--- src/rtl/ser_sum_collector.sv ---
// ser_sum_collector
//   Downstream stage of the serial adder. Collects the LSB-first serial sum
//   stream into a WIDTH-bit word and hands it to a parallel consumer through
//   a valid/ready handshake. The result register is separate from the
//   collection shift register, so a new add can run while the previous word
//   waits for the consumer.
//
//   state    | meaning
//   ---------+------------------------------------------------------------
//   IDLE     | no word in progress; bit_cnt holds its last value
//   SKIPPING | discarding SKIP shift cycles of adder pipeline slack
//   COLLECT  | shifting sum bits into shreg, LSB first
//
// Ports
//   clk           rising-edge clock, shared with the adder
//   reset         synchronous active-high reset, overrides all inputs
//   mode          1 = adder load cycle (start word), 0 = shift cycle
//   sum           serial sum bit, LSB first
//   result        assembled word, stable while result_valid is high
//   result_valid  result holds an unconsumed word
//   result_ready  consumer accepts result when high with result_valid
//   busy          collection in progress (SKIPPING or COLLECT)
//   bit_cnt       bits captured in the current word (0..WIDTH)
//   overrun       sticky: an unconsumed result was overwritten
module ser_sum_collector #(
  parameter int WIDTH = 16,
  parameter int SKIP  = 0
) (
  input  logic                       clk,
  input  logic                       reset,
  input  logic                       mode,
  input  logic                       sum,
  output logic [WIDTH-1:0]           result,
  output logic                       result_valid,
  input  logic                       result_ready,
  output logic                       busy,
  output logic [$clog2(WIDTH+1)-1:0] bit_cnt,
  output logic                       overrun
);

  localparam int CW  = $clog2(WIDTH + 1);
  // Keep the skip counter at least one bit wide so SKIP=0 still elaborates.
  localparam int SKW = (SKIP > 0) ? $clog2(SKIP + 1) : 1;

  localparam logic [CW-1:0]  LAST_BIT  = CW'(WIDTH - 1);
  localparam logic [SKW-1:0] SKIP_LAST = SKW'((SKIP > 0) ? SKIP - 1 : 0);

  typedef enum logic [1:0] {
    IDLE     = 2'd0,
    SKIPPING = 2'd1,
    COLLECT  = 2'd2
  } state_t;

  state_t           state;
  logic [WIDTH-1:0] shreg;
  logic [SKW-1:0]   skip_cnt;
  logic [WIDTH-1:0] next_word;
  logic             completion;

  assign next_word  = {sum, shreg[WIDTH-1:1]};
  assign completion = !mode && (state == COLLECT) && (bit_cnt == LAST_BIT);
  assign busy       = (state != IDLE);

  always_ff @(posedge clk) begin
    if (reset) begin
      state        <= IDLE;
      shreg        <= '0;
      skip_cnt     <= '0;
      bit_cnt      <= '0;
      result       <= '0;
      result_valid <= 1'b0;
      overrun      <= 1'b0;
    end else begin
      if (mode) begin
        // A load restarts collection from any state; a partial word is dropped.
        shreg    <= '0;
        bit_cnt  <= '0;
        skip_cnt <= '0;
        state    <= (SKIP > 0) ? SKIPPING : COLLECT;
      end else begin
        case (state)
          IDLE: ;
          SKIPPING: begin
            skip_cnt <= skip_cnt + 1'b1;
            if (skip_cnt == SKIP_LAST) state <= COLLECT;
          end
          COLLECT: begin
            shreg   <= next_word;
            bit_cnt <= bit_cnt + 1'b1;
            if (bit_cnt == LAST_BIT) state <= IDLE;
          end
          default: state <= IDLE;
        endcase
      end

      // A completion wins over a transfer: the new word replaces the one being
      // taken, so valid stays high. Overrun only flags a word lost untaken.
      if (completion) begin
        result       <= next_word;
        result_valid <= 1'b1;
        if (result_valid && !result_ready) overrun <= 1'b1;
      end else if (result_valid && result_ready) begin
        result_valid <= 1'b0;
      end
    end
  end

endmodule
--- config.mk ---
export PLATFORM = sky130hd
export DESIGN_NAME = ser_sum_collector
export DESIGN_NICKNAME = d
export VERILOG_FILES = /design/src/rtl/ser_sum_collector.sv
export SDC_FILE = /design/constraint.sdc
export NUM_CORES = 1
export LEC_CHECK = 0
export ABC_CLOCK_PERIOD_IN_PS = 2200
export BUFFER_PORTS_ARGS = -buffer_cell sky130_fd_sc_hd__buf_2
export CORE_MARGIN = 1
export CORE_UTILIZATION = 54
export CTS_CLUSTER_DIAMETER = 50
export DETAILED_ROUTE_END_ITERATION = 8
export GPL_TIMING_DRIVEN = 1
export PLACE_DENSITY = 0.78
export RECOVER_POWER = 25
export SLEW_MARGIN = 10
export SYNTH_ARGS = -nofsm -noshare
export SYNTH_HDL_FRONTEND = slang
export SYNTH_SLANG_ARGS = --single-unit
export TNS_END_PERCENT = 100
--- constraint.sdc ---
create_clock -name clk -period 2.2 [get_ports clk]
set_input_delay 0.44 -clock clk [delete_from_list [all_inputs] [get_ports clk]]
set_output_delay 0.44 -clock clk [all_outputs]
set_load 0.005 [all_outputs]
==> impl_metrics.py <==
metrics = {
    "place": {
        "place_ws_ns": 0.514,
        "buffers_added_on_ports": 28,
        "gp_congestion": 0.746,
        "hpwl_mm": 1.85,
    },
    "synthesis": {
        "synth_area_per_cell_um2": 10.4,
        "synthDominantAreaCellType": "sky130_fd_sc_hd__dfxtp_1",
        "synth_seq_cells": 39,
        "synthArstFlopShare": 0,
        "post-synth-top-area-fraction": 0.484,
        "post_synth_instance_area_um2": 1610,
        "yosysSeqAreaShare": 0.484,
        "synth.top_cells.by_count": "39 x sky130_fd_sc_hd__dfxtp_1, 35 x sky130_fd_sc_hd__nand2b_1, 32 x sky130_fd_sc_hd__mux2i_1, 18 x sky130_fd_sc_hd__nor2_1, 5 x sky130_fd_sc_hd__buf_2",
        "mappedNetlistNets": 162,
        "synthesis.yosys.warnings": 0,
        "synthDistinctLibCells": 22,
        "synth_most_common_cell": "sky130_fd_sc_hd__dfxtp_1",
        "synth-edff-count": 0,
        "synth_flop_cell": "sky130_fd_sc_hd__dfxtp_1",
        "number_of_cells_produced_by_synthesis": 155,
        "synth.area.top_cells": "sky130_fd_sc_hd__dfxtp_1 48%, sky130_fd_sc_hd__mux2i_1 20%, sky130_fd_sc_hd__nand2b_1 14%",
    },
    "clock_tree": {
        "post_cts_buffers": 0,
        "clock_tree.htree_level_count": 2,
        "cts-buffers-inserted": 5,
        "cts-root-to-sink-buffers": 2,
        "cts.reportedPaths.clkPinSlew_ns": 0.11,
        "cts_hold_buf": 0,
        "clock_tree.root_cell": "sky130_fd_sc_hd__clkbuf_4",
        "tritoncts": "done",
        "post_cts.resized_instances": 0,
        "clkLatencyLatePin_ns": 0.34,
        "clock_sinks": 39,
    },
    "worst_setup_path": {
        "critical_path.most_common_cell": "sky130_fd_sc_hd__ha_1",
        "timing.critical_path.from_type": "register",
        "critPathMaxStageDelay_ns": 0.41,
        "cp.buffers_inverters": 1,
        "cpMaxStageDelayCell": "sky130_fd_sc_hd__dfxtp_1",
        "cp_max_fo": 16,
        "path_delay_family": "flip-flops",
        "cp_data_arrival_time_ns": 1.98,
        "end_kind": "register",
        "crit_chain": "ha_1 -> and3_1 -> ha_1 -> and3b_1 -> buf_4 -> mux2i_1",
        "timing.setup.critical_path_class": "reg -> reg",
        "cp.required_ns": 2.46,
    },
    "global_routing": {
        "global_route.usage.total": 0.195,
        "grt_pass1_wl_mm": 4.60,
        "grt_max_degree": 40,
        "first_global_vias": 1029,
        "grt_overflow_total": 0,
        "antenna_violations_before_repair": 0,
    },
    "floorplanning": {
        "fp.coreArea_um2": 2780,
        "fp.dieW_um": 56.7,
        "ios": 29,
        "die_area_um2": 3210,
        "row_count": 19,
        "initial_core_util": 0.580,
        "die_y_um": 56.7,
    },
    "status": {
        "run_status": "finished, final reports clean",
    },
    "power": {
        "power_switching_mw": 0.252,
        "switching_share": 0.214,
        "irDropWorstVdd_v": 0.000484,
        "leakagePower_nw": 0.713,
        "clockPowerShare": 0.344,
        "cell_internal_pwr_mw": 0.925,
        "p_per_area_nw_per_um2": 656,
        "combinationalPowerShare": 0.048,
        "share_seq_of_total_power": 0.608,
    },
    "sta": {
        "finalCriticalPeriod_ns": 1.72,
        "timing.final.crit_share": 0.783,
        "final-max-slew-violation-count": 0,
        "final-setup-viol-count": 0,
        "hold_viol": 0,
        "clock-skew-final_ns": 0.0104,
        "achievable_freq_ghz": 0.581,
        "max_slew_headroom": 0.309,
        "fin_ws_ns": 0.478,
        "grt_setup_unrepaired": "no",
        "fin_setup_tns_ns": 0,
        "tightestPinTransition_ns": 1.04,
    },
    "worst_hold_path": {
        "timing.hold.worst.class": "in -> reg",
    },
    "finish": {
        "area_growth_syn_to_fin_pct": 11.3,
        "final_net_count": 188,
        "antenna_cells_inserted": 0,
        "proportion_of_layout_cells_with_a_drive_suffix_above_1": 0.203,
        "final.fill_count": 231,
    },
    "route": {
        "route.detailed.wl_per_inst_um": 12.8,
        "route.vias.total": 1095,
        "drc_errors": 0,
        "post_drt_via_cell_ratio": 5.14,
        "route.antenna.remaining_nets": 0,
        "detail_route.iter0.violations": 38,
        "wl_mm": 2.72,
        "drtPass1Iterations": 4,
    },
    "flow_run": {
        "drv.max_cap_violation_count": 0,
    },
}
==> worst paths after layout <==
kind,startpoint,endpoint,slack [ns],depth (start not counted)
worst min register to register,result[10],result[10],0.48,2
worst max-delay path,bit_cnt[0],result[3],0.48,6
worst max register to register,bit_cnt[0],result[3],0.48,6
worst min-delay path,mode,state[1],0.37,3
==> flip-flops by register name, summed over array words and instances (netlist names) <==
register and flops:
result 16, shreg 15, bit_cnt 5, overrun 1, result_valid 1, state 1
==> routing by layer <==
metal | vias to the layer above | track usage | part of all wire
li1 | 557 | - | -
met1 | 513 | 0.212 | 0.43
met2 | 21 | 0.328 | 0.51
met3 | 4 | 0.0760 | 0.042
met4 | 0 | 0.0941 | 0.013
met5 | - | 0 | 0
==> worst register-to-register path: cells and delay by family, from the launching register on <==
kind                     cells  cell delay, ns
adder cells (fa/ha/maj)      2            0.38
multiplexers                 1            0.24
buffers and inverters        1            0.28
flip-flops                   1            0.41
AND/OR/NAND/NOR              2            0.33
==> power groups by stage <==
stage          clock [mW]  sequential [mW]  combinational, mW
6_report            0.405            0.716             0.0570
5_1_grt             0.448            0.717             0.0621
4_1_cts             0.420            0.716             0.0579
3_5_place_dp            0            0.732             0.0573
3_3_place_gp            0            0.731             0.0562
2_1_floorplan           0            0.729             0.0519
==> logic make-up after synthesis <==
group | Yosys count | synth area share
AO/OA/AOI/OAI | 6 | 0.0248
AND/OR/NAND/NOR | 61 | 0.212
multiplexers | 33 | 0.206
XOR/XNOR | 1 | 0.00543
buffers and inverters | 13 | 0.0528
flip-flops | 39 | 0.484
adder cells (fa/ha/maj) | 2 | 0.0155
==> stage by stage <==
step                       util  area, um^2  hold slack, ns  cells  power (mW)
final                     0.646        1800           0.369    213        1.18
after global routing      0.646        1800           0.347    213        1.23
after CTS                 0.646        1800           0.350    213        1.19
after detailed placement  0.622        1730           0.466    205       0.789
after global placement    0.622        1730           0.440    205       0.788
after floorplan               -        1610           0.451    155       0.781
==> cell usage in the layout (no fill, tap or decap), types with 3 or more instances in the layout <==
cell type and count:
sky130_fd_sc_hd__dfxtp_1 39, sky130_fd_sc_hd__nand2b_1 35, sky130_fd_sc_hd__mux2i_1 32, sky130_fd_sc_hd__buf_2 25, sky130_fd_sc_hd__nor2_1 18, sky130_fd_sc_hd__clkbuf_4 5
sky130_fd_sc_hd__a21oi_1 3, sky130_fd_sc_hd__clkbuf_1 3
==> cell type report <==
| cell class | count | area [um^2] | share of cell area |
|---|---|---|---|
| clock buffer | 8 | 68.8 | 0.0383 |
| inverter | 2 | 7.51 | 0.00418 |
| multi-input combinational | 103 | 747 | 0.416 |
| sequential | 39 | 781 | 0.435 |
| tap | 31 | 38.8 | 0.0216 |
| timing repair buffer | 30 | 153 | 0.0850 |
Note: power is estimated with default switching activity, not from simulation.
